**config.mk**
```make
export PLATFORM = sky130hd
export DESIGN_NAME = xor_stream_decimator
export DESIGN_NICKNAME = d
export VERILOG_FILES = /design/src/rtl/xor_stream_decimator.sv
export SDC_FILE = /design/constraint.sdc
export NUM_CORES = 1
export LEC_CHECK = 0
export CELL_PAD_IN_SITES_DETAIL_PLACEMENT = 1
export CELL_PAD_IN_SITES_GLOBAL_PLACEMENT = 1
export CORE_MARGIN = 2
export CORE_UTILIZATION = 35
export CTS_CLUSTER_SIZE = 20
export DETAILED_ROUTE_END_ITERATION = 6
export DONT_BUFFER_PORTS = 1
export PLACE_DENSITY_LB_ADDON = 0.1
export REMOVE_ABC_BUFFERS = 1
export SYNTH_ARGS = -nofsm -noshare
export SYNTH_HDL_FRONTEND = slang
export SYNTH_SLANG_ARGS = --single-unit
```
**constraint.sdc**
```tcl
create_clock -name clk -period 3.6 [get_ports clk]
set_input_delay 0.72 -clock clk [delete_from_list [all_inputs] [get_ports clk]]
set_output_delay 0.72 -clock clk [all_outputs]
set_load 0.02 [all_outputs]
```
**src/rtl/xor_stream_decimator.sv**
```systemverilog
// rtl/xor_stream_decimator.sv - XOR popcount decimator with show-ahead output FIFO
// Optional: define CONF_GATE_EN to zero conf/disp of low-confidence or high-mismatch pixels.
module xor_stream_decimator #(
    parameter int decimate_factor = 2,
    parameter int out_cols        = 120,
    parameter int out_rows        = 24,
    parameter int fifo_depth      = 16,
    parameter int af_margin       = 8,
    parameter int conf_thresh     = 32,
    parameter int mismatch_thresh = 2
) (
    input  logic                                                  clk,
    input  logic                                                  reset,
    input  logic [decimate_factor-1:0]                            pix_stream_data,
    input  logic [7:0]                                            conf_in,
    input  logic [7:0]                                            disp_in,
    input  logic                                                  pix_stream_valid,
    output logic                                                  fifo_almost_full,
    output logic                                                  out_valid,
    input  logic                                                  out_ready,
    output logic [$clog2(decimate_factor*decimate_factor+1)-1:0]  out_mismatch,
    output logic [7:0]                                            out_conf,
    output logic [7:0]                                            out_disp,
    output logic                                                  out_sof,
    output logic                                                  out_eol,
    output logic                                                  overflow
);
    localparam int MW = $clog2(decimate_factor*decimate_factor+1);
    localparam int BW = $clog2(decimate_factor);
    localparam int CW = $clog2(out_cols);
    localparam int RW = $clog2(out_rows);
    localparam int PW = $clog2(fifo_depth);
    localparam int EW = MW + 18;
`ifdef CONF_GATE_EN
    localparam bit GATE_EN = 1'b1;
`else
    localparam bit GATE_EN = 1'b0;
`endif

    function automatic logic [MW-1:0] popcount(input logic [decimate_factor-1:0] v);
        logic [MW-1:0] n;
        n = '0;
        for (int i = 0; i < decimate_factor; i++) begin
            n = n + MW'(v[i]);
        end
        return n;
    endfunction

    logic [BW-1:0] beat_cnt;
    logic [MW-1:0] acc;
    logic [CW-1:0] col;
    logic [RW-1:0] row;

    logic [MW-1:0] pixel_sum;
    logic          push;
    logic          sof;
    logic          eol;
    logic          gate_hit;
    logic [7:0]    conf_st;
    logic [7:0]    disp_st;
    logic [EW-1:0] push_entry;

    assign pixel_sum  = acc + popcount(pix_stream_data);
    assign push       = pix_stream_valid && (beat_cnt == BW'(decimate_factor - 1));
    assign sof        = (col == '0) && (row == '0);
    assign eol        = (col == CW'(out_cols - 1));
    assign gate_hit   = (conf_in < 8'(conf_thresh)) || (pixel_sum > MW'(mismatch_thresh));
    assign conf_st    = (GATE_EN && gate_hit) ? 8'd0 : conf_in;
    assign disp_st    = (GATE_EN && gate_hit) ? 8'd0 : disp_in;
    assign push_entry = {pixel_sum, conf_st, disp_st, sof, eol};

    always_ff @(posedge clk) begin
        if (reset) begin
            beat_cnt <= '0;
            acc      <= '0;
            col      <= '0;
            row      <= '0;
        end else if (pix_stream_valid) begin
            if (push) begin
                beat_cnt <= '0;
                acc      <= '0;
                // Position advances even when the FIFO drops the pixel, keeping framing aligned.
                if (eol) begin
                    col <= '0;
                    row <= (row == RW'(out_rows - 1)) ? '0 : row + 1'b1;
                end else begin
                    col <= col + 1'b1;
                end
            end else begin
                beat_cnt <= beat_cnt + 1'b1;
                acc      <= pixel_sum;
            end
        end
    end

    logic [EW-1:0] mem [fifo_depth];
    logic [PW-1:0] wr_ptr;
    logic [PW-1:0] rd_ptr;
    logic [PW:0]   count;

    logic          pop;
    logic          push_ok;
    logic [PW:0]   count_after_pop;
    logic [PW:0]   count_next;
    logic [PW-1:0] rd_ptr_next;
    logic [EW-1:0] head_next;

    assign pop             = out_valid && out_ready;
    assign push_ok         = push && ((count != (PW+1)'(fifo_depth)) || pop);
    assign count_after_pop = count - (PW+1)'(pop);
    assign count_next      = count_after_pop + (PW+1)'(push_ok);
    assign rd_ptr_next     = rd_ptr + PW'(pop);
    // The output registers mirror the post-update head; an entry pushed into an
    // otherwise empty FIFO bypasses the memory read.
    assign head_next       = (count_after_pop == '0) ? push_entry : mem[rd_ptr_next];

    always_ff @(posedge clk) begin
        if (push_ok) begin
            mem[wr_ptr] <= push_entry;
        end
    end

    always_ff @(posedge clk) begin
        if (reset) begin
            wr_ptr           <= '0;
            rd_ptr           <= '0;
            count            <= '0;
            out_valid        <= 1'b0;
            fifo_almost_full <= 1'b0;
            overflow         <= 1'b0;
            out_mismatch     <= '0;
            out_conf         <= '0;
            out_disp         <= '0;
            out_sof          <= 1'b0;
            out_eol          <= 1'b0;
        end else begin
            if (push_ok) begin
                wr_ptr <= wr_ptr + 1'b1;
            end
            if (push && !push_ok) begin
                overflow <= 1'b1;
            end
            rd_ptr           <= rd_ptr_next;
            count            <= count_next;
            out_valid        <= (count_next != '0);
            fifo_almost_full <= (count_next >= (PW+1)'(fifo_depth - af_margin));
            if (count_next != '0) begin
                {out_mismatch, out_conf, out_disp, out_sof, out_eol} <= head_next;
            end
        end
    end
endmodule

```
Yosys cells after proc, flatten, opt, wreduce, memory -nomap -nowiden

Memories as Yosys holds them, arrays and structs flattened.
Cells that the tools add are included.

Input bits: 22
Output and inout port bits: 24
Memories: 1
Word-level logic and storage cells: 49
Memory bits (read-only): 0
Bits in latches: 0
Register bits after elaboration: 53
Bits in writable memories: 336

Memory list:

| memory | words | width | rd ports | clocked after memory_dff | write ports | RTL line | RTL |
|---|---|---|---|---|---|---|---|
| mem    | 16    | 21    | 1        | 0                        | 1           | 96       | `logic [EW-1:0] mem [fifo_depth];` |

Bitwise operators: 0
Shift operators: 0
Multiplexer cells: 7
Magnitude comparators: 1
$mul: 0
Add/sub/neg operators: 9
Reductions and logical operators: 13
Div/mod/pow operators: 0
Equality and inequality tests: 3

Operators by type and width:

| kind                | count |
|---|---|
| $mux 21             | 1 |
| $logic_not 5->1     | 2 |
| $add 7x1->7 const B | 1 |
| $eq 7x7->1 const B  | 1 |
| $logic_not 7->1     | 1 |
| $mux 7              | 1 |
| $add 5x1->5         | 1 |
| $add 5x1->5 const B | 1 |
| $eq 5x5->1 const B  | 1 |
| $ge 5x4->1 const B  | 1 |
| $logic_and 1x1->1   | 5 |
| $mux 5              | 1 |
| $ne 5x5->1 const B  | 1 |
| $reduce_bool 5->1   | 1 |
| $sub 5x1->5         | 1 |
| $add 4x1->4         | 1 |
| $add 4x1->4 const B | 1 |
| $add 3x2->3         | 1 |
| $mux 1              | 3 |
| $mux 3              | 1 |
| $reduce_and 3->1    | 1 |
| $add 1x1->2         | 1 |
| $reduce_and 2->1    | 1 |
| $add 1x1->1 const B | 1 |
| other kinds (2)     | 2 |

Logic depth before layout (Yosys ltp)

Gate-level depths: netlist (run 1).

Word-level depth: 5
Depth in mapped cells: 11
Gate-level depth less buffers: 10

Worst setup path after synthesis (run 1)

No wires, ideal clock.

Path type: input-to-reg
From: input port out_ready
To: memory mem[3][0] (netlist bit), enable pin
Buffers on the path: 0
Stages: 5
Data arrival time: 3155 ps
Setup time: 425 ps
Required time: 3175 ps
Path slack: 20 ps
Cells stage by stage: and2_1 and4bb_2 nor2_1 nand2_1 nor3_1

Cells in the longest elaborated chain, start to end: 5

RTL lines:

| what                         | RTL line | RTL |
|---|---|---|
| start, declared              | 20       | `input logic out_ready,` |
| $logic_and 1x1->1            | 108      | `assign pop = out_valid && out_ready;` |
| $logic_or 1x1->1             | 109      | `assign push_ok = push && ((count != (PW+1)'(fifo_depth)) \|\| pop);` |
| $logic_and 1x1->1            | 109      |  |
| net push_ok                  | 102      | `logic push_ok;` |
| $mux 1                       | 118      | `if (push_ok) begin` |
| $mux 1 (implied by the code) | 119      | `mem[wr_ptr] <= push_entry;` |
| end, declared                | 96       |  |

The timed path passes the listed nets, and every way through them passes these cells.

Worst setup path after layout (run 1)

From: register out_valid
To: register out_disp[7]

Cells in the longest elaborated chain, start to end: 5
Elaborated cells on any way between the ends: 10
Those cells by class: add/sub: 3; mux: 1; reduce/logical: 5; memory: 1

RTL lines:

| what                                                | RTL line | RTL |
|---|---|---|
| start, declared                                     | 19       | `output logic out_valid,` |
| start signal, assigned                              | 145      | `out_valid <= (count_next != '0);` |
| $logic_and 1x1->1 *                                 | 108      |  |
| branches (longest 4 deep; another with $sub 5x1->5) | --       |  |
| end signal, assigned                                | 148      | `{out_mismatch, out_conf, out_disp, out_sof, out_eol} <= head_next;` |
| end, declared                                       | 23       | `output logic [7:0] out_disp,` |

Mark *: on every way between the ends.
A chain may end at the register's enable or synchronous reset.

==> flow_summary.html, run 1 <==
<table>
<tr><th>Metric</th><th>Value</th></tr>
<tr><th colspan="2">Yosys</th></tr>
<tr><td>Post-synthesis compound-gate area fraction</td><td>3.01%</td></tr>
<tr><td>Post-synthesis cell count</td><td>between 800 and 900</td></tr>
<tr><td>Main combinational cell family by area after synthesis</td><td>multiplexers</td></tr>
<tr><td>Share of flip-flops with an asynchronous set or reset</td><td>0%</td></tr>
<tr><td>Most frequent cells after synthesis</td><td>336 x edfxtp_1, 96 x nand2_1, 84 x mux4_2</td></tr>
<tr><td>Area share of the largest cell type after synthesis</td><td>around two thirds</td></tr>
<tr><td>Leading area contributor after synthesis</td><td>edfxtp_1</td></tr>
<tr><td>Post-Syn Area per Cell</td><td>around 18 sq um</td></tr>
<tr><td>Post-synthesis mux area share</td><td>~14%</td></tr>
<tr><td>Top area cells in the synthesized netlist</td><td>edfxtp_1 66%, mux4_2 12%, dfxtp_1 7.0%</td></tr>
<tr><td>Sequential area share after synthesis</td><td>about three quarters</td></tr>
<tr><td>Synthesized flop and latch total</td><td>roughly 400</td></tr>
<tr><td>Synth warnings</td><td>0</td></tr>
<tr><td>Number of enable flip-flop cells after synthesis</td><td>about 340</td></tr>
<tr><td>Most frequently used cell type in the post-synthesis netlist</td><td>edfxtp_1</td></tr>
<tr><td>Adder-cell share of the synthesized area</td><td>roughly 1.4%</td></tr>
<tr><td>Post-synthesis instance area</td><td>15,200 sq um</td></tr>
<tr><td>Number of distinct standard cells referenced by the synthesized netlist</td><td>42</td></tr>
<tr><td>Post-synthesis simple-gate area fraction</td><td>under 10%</td></tr>
<tr><td>Parity-gate share of the synthesized area counting xor and xnor cells</td><td>under 10%</td></tr>
<tr><td>Predominant post-synthesis flop cell</td><td>edfxtp_1</td></tr>
<tr><th colspan="2">Global route</th></tr>
<tr><td>Initial antenna violation count</td><td>0</td></tr>
<tr><td>Vias in the first global route</td><td>a little under 9,000</td></tr>
<tr><td>Global route overflow</td><td>0</td></tr>
<tr><td>First-pass GRT wire length</td><td>between 50,000 and 60,000 microns</td></tr>
<tr><td>Total routing resource utilization after global routing</td><td>between 10% and 20%</td></tr>
<tr><td>Largest net degree at the start of global routing</td><td>60</td></tr>
<tr><th colspan="2">Critical path</th></tr>
<tr><td>Element type at the critical path end</td><td>flop</td></tr>
<tr><td>Type of the setup path with the least slack</td><td>reg2reg</td></tr>
<tr><td>Crit path launch</td><td>out_valid</td></tr>
<tr><td>Cell count of the worst reg-to-reg path</td><td>10</td></tr>
<tr><td>Worst-case register-to-register setup slack</td><td>0.38 ns</td></tr>
<tr><td>Critical path arrival</td><td>about 3.6 ns</td></tr>
<tr><td>Capture point of the worst reg-to-reg path</td><td>out_disp[7]</td></tr>
<tr><td>Critical path launch point type</td><td>flop</td></tr>
<tr><td>Required arrival time at the worst endpoint</td><td>between 4 and 5 ns</td></tr>
<tr><td>Largest fanout on the critical path</td><td>15</td></tr>
<tr><td>Startpoint of the lowest-slack register-to-register path</td><td>out_valid</td></tr>
<tr><th colspan="2">Clock network</th></tr>
<tr><td>Setup fix buffers added after clock tree synthesis</td><td>0</td></tr>
<tr><td>Clock-pin transition on the worst setup and hold timing paths</td><td>approximately 0.06 ns</td></tr>
<tr><td>Clk buf depth</td><td>3</td></tr>
<tr><td>Quantity of gates resized following cts</td><td>0</td></tr>
<tr><td>CTS H-tree lvls</td><td>2</td></tr>
<tr><td>Hold buffers post-CTS</td><td>0</td></tr>
<tr><td>Clock tree from TritonCTS</td><td>built</td></tr>
<tr><td>Buffer cell driving the clock tree root</td><td>clkbuf_16</td></tr>
<tr><td>Number of clock sinks seen by CTS</td><td>around 390</td></tr>
<tr><td>Latest clock arrival within the worst-skew pair</td><td>roughly 0.57 ns</td></tr>
<tr><td>Number of buffers inserted during clock tree synthesis</td><td>44</td></tr>
<tr><th colspan="2">Layout</th></tr>
<tr><td>Number of diodes</td><td>0</td></tr>
<tr><td>Fill cells</td><td>approximately 4,100</td></tr>
<tr><td>Number of nets in the layout</td><td>around 940</td></tr>
<tr><td>Area growth from synthesis to final layout</td><td>15.8%</td></tr>
<tr><td>Layout cells sized above 1</td><td>around 23%</td></tr>
<tr><td>Non-filler instance count after layout</td><td>~1,500</td></tr>
<tr><th colspan="2">Floorplanning</th></tr>
<tr><td>Area of the die</td><td>roughly 45,000 sq um</td></tr>
<tr><td>Initial standard-cell utilization of the core</td><td>35.4%</td></tr>
<tr><td>Die Span X</td><td>about 210 microns</td></tr>
<tr><td>Number of rows created at floorplan</td><td>between 70 and 80</td></tr>
<tr><td>Placeable Area</td><td>roughly 43,000 sq um</td></tr>
<tr><td>Top-Level Pins</td><td>between 40 and 50</td></tr>
<tr><td>Height of the die</td><td>roughly 210 microns</td></tr>
<tr><th colspan="2">Placed design</th></tr>
<tr><td>Placed Instances</td><td>about 1,400</td></tr>
<tr><td>Port Buf Inserts</td><td>0</td></tr>
<tr><td>Half-perimeter wire length of the detailed placement result</td><td>22,500 microns</td></tr>
<tr><td>GP Congestion</td><td>approximately 0.8</td></tr>
<tr><td>Pre-CTS WS</td><td>0.293 ns</td></tr>
<tr><th colspan="2">Power</th></tr>
<tr><td>Internal</td><td>around 0.009 W</td></tr>
<tr><td>Switching share of power</td><td>between 20% and 30%</td></tr>
<tr><td>Sequential share of power</td><td>~43%</td></tr>
<tr><td>Gate power share</td><td>a little under a quarter</td></tr>
<tr><td>Power consumption</td><td>0.0126 W</td></tr>
<tr><td>Worst voltage drop across the vdd grid</td><td>approximately 550 uV</td></tr>
<tr><td>Total leakage power</td><td>around 5.6 nW</td></tr>
<tr><td>Switching power</td><td>about 0.0037 W</td></tr>
<tr><td>Clock network fraction of design power</td><td>33.6%</td></tr>
<tr><td>Pwr per Cell Area</td><td>just over 700 nW/um^2</td></tr>
<tr><th colspan="2">Timing</th></tr>
<tr><td>Minimum period implied by the final worst setup slack</td><td>around 3.2 ns</td></tr>
<tr><td>Max-slew violation total from the final report</td><td>0</td></tr>
<tr><td>Actual slew at the worst max-slew pin</td><td>~1.1 ns</td></tr>
<tr><td>Max-slew headroom at the worst pin</td><td>approximately 26%</td></tr>
<tr><td>Worst setup slack after layout</td><td>approximately 0.38 ns</td></tr>
<tr><td>Highest achievable clock rate</td><td>approximately 310 MHz</td></tr>
<tr><td>Unrepaired setup endpoints after global routing</td><td>false</td></tr>
<tr><td>Worst hold slack after final layout</td><td>around 0.24 ns</td></tr>
<tr><td>Final setup violation count</td><td>0</td></tr>
<tr><td>Worst clock skew</td><td>~0.017 ns</td></tr>
<tr><td>Fin crit share</td><td>89.4%</td></tr>
<tr><td>Final hold violation count</td><td>0</td></tr>
<tr><th colspan="2">Detailed routing</th></tr>
<tr><td>Count of nets left with antenna violations after detail routing</td><td>0</td></tr>
<tr><td>Number of DRC violations after detailed routing</td><td>0</td></tr>
<tr><td>Final wirelength</td><td>39,600 microns</td></tr>
<tr><td>Via count of the routed design</td><td>between 8,000 and 9,000</td></tr>
<tr><td>First DRT Iteration DRCs</td><td>474</td></tr>
<tr><td>Routed len/inst</td><td>26.1 microns</td></tr>
<tr><td>First-pass detailed-route iteration total</td><td>4</td></tr>
<tr><td>Number of vias per cell after detailed routing</td><td>between 5 and 6</td></tr>
<tr><th colspan="2">Hold path</th></tr>
<tr><td>WHS Path Cells</td><td>1</td></tr>
<tr><td>Hold path startpoint</td><td>reset</td></tr>
<tr><td>Destination of the worst hold path</td><td>acc[0]</td></tr>
<tr><td>Class of the tightest hold or removal check</td><td>in2reg</td></tr>
<tr><th colspan="2">Flow run</th></tr>
<tr><td>Max-cap violation count</td><td>0</td></tr>
<tr><th colspan="2">Status</th></tr>
<tr><td>Run status</td><td>completed</td></tr>
</table>
## layout make-up
class | count | area, sq um | share of cell area [%]
Inverter | 18 | 67.6 | 0.383
Clock inverter | 17 | 111 | 0.631
Sequential cell | 389 | 11200 | 63.2
Tap cell | 585 | 732 | 4.15
Timing Repair Buffer | 40 | 388 | 2.20
Multi-Input combinational cell | 406 | 3950 | 22.4
Clock buffer | 65 | 1250 | 7.09
## worst max-delay path: stages (launching register included)
cell and delay (ns):
dfxtp_1 0.51, and2_1 0.28, ha_1 0.23, ha_1 0.24, xor2_1 0.30, nand3_1 0.14
xor2_1 0.18, or4_4 0.57, o21ai_4 0.15, buf_4 0.32, o22ai_1 0.16
## cells in the final DEF, fill, tap and decap left out, types with 12 or more instances in the layout
| cell | synthesis | routed |
|---|---|---|
| inv_1 | 18 | 18 |
| xor2_1 | 14 | 13 |
| dfxtp_1 | 53 | 53 |
| mux4_2 | 84 | 84 |
| edfxtp_1 | 336 | 336 |
| ha_1 | 15 | 13 |
| a32oi_1 | 14 | 14 |
| clkbuf_1 | 28 | 15 |
| mux2i_1 | 18 | 18 |
| nand3_1 | 18 | 18 |
| o22ai_1 | 14 | 14 |
| nor2_1 | 36 | 24 |
| o21ai_0 | 18 | 18 |
| buf_4 | 0 | 33 |
| clkbuf_16 | 0 | 45 |
| nand2_1 | 96 | 96 |
| nor2_2 | 0 | 12 |
## sequential cells by signal, indices dropped and copies added, names as in the netlist
name	flops
overflow	1
row	5
out_sof	1
out_valid	1
out_conf	8
rd_ptr	4
out_mismatch	3
count	5
out_disp	8
acc	3
out_eol	1
beat_cnt	1
fifo_almost_full	1
mem	336
col	7
wr_ptr	4
## kinds of logic (layout without fill, tap and decap cells)
group           count (synthesis)  after routing
flops                         389            389
fa+ha+maj                      16             16
compound gates                 68             68
mux                           102            102
xor+xnor                       22             22
simple gates                  198            198
buf+inv                        60            140
## power groups by stage
stage	registers [W]	clock network, W	logic (W)
final	0.00537	0.00422	0.00296
after global routing	0.00539	0.00452	0.00322
after CTS	0.00537	0.00435	0.00299
after detailed placement	0.00547	0	0.00297
after global placement	0.00546	0	0.00291
after floorplan	0.00537	0	0.00209
## worst max-delay path by stage
stage | endpoint | cells after the start
6_report | out_disp[7] | 10
2_1_floorplan | out_conf[1] | 7
5_1_grt | out_disp[5] | 10
3_5_place_dp | out_disp[7] | 10
3_3_place_gp | out_conf[7] | 10
4_1_cts | out_disp[7] | 10
## stage by stage
stage               area (sq um)  TNS, ns  utilization [%]
floorplan                  15100   -35.91                -
global placement           16300        0             37.8
detailed placement         16300        0             37.8
CTS                        17600        0             41.0
global route               17600        0             41.0
finish                     17600        0             41.0
## metal layers
metal  GRT usage [%]  routed length (microns)  up-vias
met5               0                        0        -
met4            4.82                      810        0
met3            4.19                     2170       58
met2            31.0                    19700      190
met1            23.5                    16900     4329
li1                -                        -     3462
(Power assumes the default switching activity.)
==> run 2: changes to the inputs <==
- REMOVE_ABC_BUFFERS: 1 -> default
==> run 2 against run 1 <==
Utilization rose by 0.43 points. Final area grew 1.0%. Via count is 0.52% lower. Non-clock buffer count up 17. Final cell count is 0.86% higher. Sequential cell count is the same. Sequential share of layout area down 0.65 points. Register-to-register slack got worse by 0.11 ns. Critical path type unchanged. Largest power group unchanged. Highest routed layer unchanged.
==> flow_summary.html, run 2 (synthesized netlist as in run 1, its figures left out) <==
<table>
<tr><th>Metric</th><th>Value</th></tr>
<tr><th colspan="2">Status</th></tr>
<tr><td>Run status</td><td>completed</td></tr>
<tr><th colspan="2">Global route</th></tr>
<tr><td>Total routing resource utilization after global routing</td><td>18.1%</td></tr>
<tr><td>Vias in the first global route</td><td>roughly 8,700</td></tr>
<tr><td>First-pass GRT wire length</td><td>between 50,000 and 60,000 microns</td></tr>
<tr><td>Initial antenna violation count</td><td>0</td></tr>
<tr><td>Global Route met3 Usage</td><td>3.96%</td></tr>
<tr><td>Global route overflow</td><td>0</td></tr>
<tr><td>Largest net degree at the start of global routing</td><td>33</td></tr>
<tr><td>Most used routing layer</td><td>met2</td></tr>
<tr><td>Global routing usage on met1</td><td>about a quarter</td></tr>
<tr><td>Met2 track demand over resource in global routing</td><td>around 30%</td></tr>
<tr><th colspan="2">Placed design</th></tr>
<tr><td>Half-perimeter wire length of the detailed placement result</td><td>between 20,000 and 25,000 microns</td></tr>
<tr><td>GP Congestion</td><td>approximately 0.75</td></tr>
<tr><td>Port Buf Inserts</td><td>0</td></tr>
<tr><td>Placed Instances</td><td>between 1,000 and 1,500</td></tr>
<tr><th colspan="2">Clock network</th></tr>
<tr><td>Number of buffers inserted during clock tree synthesis</td><td>43</td></tr>
<tr><td>CTS H-tree lvls</td><td>2</td></tr>
<tr><td>Number of clock sinks seen by CTS</td><td>roughly 400</td></tr>
<tr><td>Buffer cell driving the clock tree root</td><td>clkbuf_16</td></tr>
<tr><td>Clock-pin transition on the worst setup and hold timing paths</td><td>around 0.06 ns</td></tr>
<tr><td>Hold buffers post-CTS</td><td>0</td></tr>
<tr><td>Clock tree from TritonCTS</td><td>built</td></tr>
<tr><td>Latest clock arrival within the worst-skew pair</td><td>between 0.5 and 0.6 ns</td></tr>
<tr><td>Setup fix buffers added after clock tree synthesis</td><td>0</td></tr>
<tr><td>Clk buf depth</td><td>3</td></tr>
<tr><td>Quantity of gates resized following cts</td><td>0</td></tr>
<tr><th colspan="2">Critical path</th></tr>
<tr><td>Required arrival time at the worst endpoint</td><td>~4 ns</td></tr>
<tr><td>Max stage delay on crit path</td><td>around 0.57 ns</td></tr>
<tr><td>Critical path arrival</td><td>3.75 ns</td></tr>
<tr><td>Capture point of the worst reg-to-reg path</td><td>out_mismatch[0]</td></tr>
<tr><td>Cell count of the worst reg-to-reg path</td><td>9</td></tr>
<tr><td>Cell chain of the critical path</td><td>and2_1 -&gt; ha_1 -&gt; ha_1 -&gt; xor2_1 -&gt; nand3_1 -&gt; xor2_1 -&gt; or4_4 -&gt; o21ai_4 -&gt; o22ai_1</td></tr>
<tr><td>Type of the setup path with the least slack</td><td>reg2reg</td></tr>
<tr><td>Critical-path cell with the highest stage delay</td><td>or4_4</td></tr>
<tr><td>Critical path launch point type</td><td>flop</td></tr>
<tr><td>Element type at the critical path end</td><td>flop</td></tr>
<tr><td>Largest fanout on the critical path</td><td>15</td></tr>
<tr><td>Startpoint of the lowest-slack register-to-register path</td><td>out_valid</td></tr>
<tr><td>Worst-case register-to-register setup slack</td><td>approximately 0.27 ns</td></tr>
<tr><th colspan="2">Timing</th></tr>
<tr><td>Actual slew at the worst max-slew pin</td><td>~1.1 ns</td></tr>
<tr><td>Fin crit share</td><td>92.4%</td></tr>
<tr><td>Max-slew violation total from the final report</td><td>0</td></tr>
<tr><td>Final hold violation count</td><td>0</td></tr>
<tr><td>Worst clock skew</td><td>0.0100 ns</td></tr>
<tr><td>Unrepaired setup endpoints after global routing</td><td>false</td></tr>
<tr><td>Worst hold slack after final layout</td><td>around 0.22 ns</td></tr>
<tr><td>Minimum period implied by the final worst setup slack</td><td>between 3 and 4 ns</td></tr>
<tr><td>Highest achievable clock rate</td><td>roughly 300 MHz</td></tr>
<tr><td>TNS Setup</td><td>0 ns</td></tr>
<tr><td>Final setup violation count</td><td>0</td></tr>
<tr><td>Max-slew headroom at the worst pin</td><td>between 20% and 30%</td></tr>
<tr><th colspan="2">Layout</th></tr>
<tr><td>Layout cells sized above 1</td><td>about a quarter</td></tr>
<tr><td>Register Area</td><td>between 10,000 and 15,000 sq um</td></tr>
<tr><td>Number of nets in the layout</td><td>about 950</td></tr>
<tr><td>Fill cells</td><td>4,121</td></tr>
<tr><td>Area growth from synthesis to final layout</td><td>17.0%</td></tr>
<tr><td>Most common library cell in the layout ignoring fill and taps</td><td>edfxtp_1</td></tr>
<tr><td>Number of diodes</td><td>0</td></tr>
<tr><td>Non-filler instance count after layout</td><td>approximately 1,500</td></tr>
<tr><td>Top register by number of flip-flops</td><td>mem</td></tr>
<tr><td>Largest registers</td><td>mem: 336 flops, out_conf: 8 flops, out_disp: 8 flops</td></tr>
<tr><td>Largest register FFs</td><td>about 340</td></tr>
<tr><td>Commonest non-fill, non-tap cells in the layout</td><td>336 x edfxtp_1, 96 x nand2_1, 84 x mux4_2</td></tr>
<tr><td>Area taken by multi-input logic gates</td><td>a little under 4000 sq um</td></tr>
<tr><th colspan="2">Floorplanning</th></tr>
<tr><td>Initial standard-cell utilization of the core</td><td>between 30% and 40%</td></tr>
<tr><td>Height of the die</td><td>about 210 microns</td></tr>
<tr><td>Die Span X</td><td>approximately 210 microns</td></tr>
<tr><td>Top-Level Pins</td><td>46</td></tr>
<tr><td>Placeable Area</td><td>43,100 sq um</td></tr>
<tr><td>Area of the die</td><td>45,200 sq um</td></tr>
<tr><td>Number of rows created at floorplan</td><td>76</td></tr>
<tr><th colspan="2">Hold path</th></tr>
<tr><td>Destination of the worst hold path</td><td>rd_ptr[2]</td></tr>
<tr><td>Class of the tightest hold or removal check</td><td>in2reg</td></tr>
<tr><td>Hold path startpoint</td><td>reset</td></tr>
<tr><td>WHS Path Cells</td><td>1</td></tr>
<tr><th colspan="2">Flow run</th></tr>
<tr><td>Max-cap violation count</td><td>0</td></tr>
<tr><th colspan="2">Detailed routing</th></tr>
<tr><td>Count of nets left with antenna violations after detail routing</td><td>0</td></tr>
<tr><td>Number of DRC violations after detailed routing</td><td>0</td></tr>
<tr><td>Routed len/inst</td><td>25.7 microns</td></tr>
<tr><td>Number of vias per cell after detailed routing</td><td>5.22</td></tr>
<tr><td>Final wirelength</td><td>about 39,000 microns</td></tr>
<tr><td>First-pass detailed-route iteration total</td><td>5</td></tr>
<tr><td>Via count of the routed design</td><td>approximately 8,000</td></tr>
<tr><td>First DRT Iteration DRCs</td><td>just under 500</td></tr>
<tr><th colspan="2">Power</th></tr>
<tr><td>Total leakage power</td><td>about 5.7 nW</td></tr>
<tr><td>Worst voltage drop across the vdd grid</td><td>approximately 410 uV</td></tr>
<tr><td>Pwr per Cell Area</td><td>712 nW/um^2</td></tr>
<tr><th colspan="2">Yosys</th></tr>
<tr><td>Net Count, Synth</td><td>~900</td></tr>
</table>
## run 2: power by group
group | internal, W | switching, W
clock | 0.00266 | 0.00175
combinational | 0.00132 | 0.00161
sequential | 0.00508 | 0.000274
## run 2: per-layer routing
layer | routed length, microns | vias to the layer above
met4 | 925 | 0
met1 | 17300 | 4278
met2 | 19100 | 159
met5 | 0 | -
met3 | 2070 | 63
li1 | - | 3497
## run 2: area by class of cell
type                       count  area share [%]
tap                          585            4.10
multi-input combinational    406            22.1
clock buffer                  56            6.36
sequential                   389            62.5
inverter                      18           0.379
clock inverter                22            1.52
timing repair buffer          57            2.96
## run 2: how the worst max path moves through the flow
| stage | from | to | cells after the start |
|---|---|---|---|
| finish | out_valid | out_mismatch[0] | 9 |
| global route | out_valid | out_disp[4] | 9 |
| CTS | out_valid | out_mismatch[0] | 9 |
| detailed placement | out_ready | out_conf[7] | 9 |
| global placement | out_ready | out_conf[2] | 9 |
| floorplan | out_ready | mem[3][0] | 5 |
## run 2: stage by stage
stage	util [%]	instance area, sq um	worst slack [ns]	total power, W
2_1_floorplan	-	15200	0.0198	0.00746
3_3_place_gp	38.1	16400	0.211	0.00839
3_5_place_dp	38.1	16400	0.0555	0.00844
4_1_cts	41.4	17800	0.226	0.0129
5_1_grt	41.4	17800	0.0596	0.0133
6_report	41.4	17800	0.273	0.0127
## run 2: critical path: cells and delay by family (launching register included)
| kind | cells | cell delay (ns) |
|---|---|---|
| AND/OR/NAND/NOR | 3 | 0.99 |
| AO/OA/AOI/OAI | 2 | 0.77 |
| XOR/XNOR | 2 | 0.48 |
| flip-flops | 1 | 0.47 |
| adder cells (fa/ha/maj) | 2 | 0.46 |
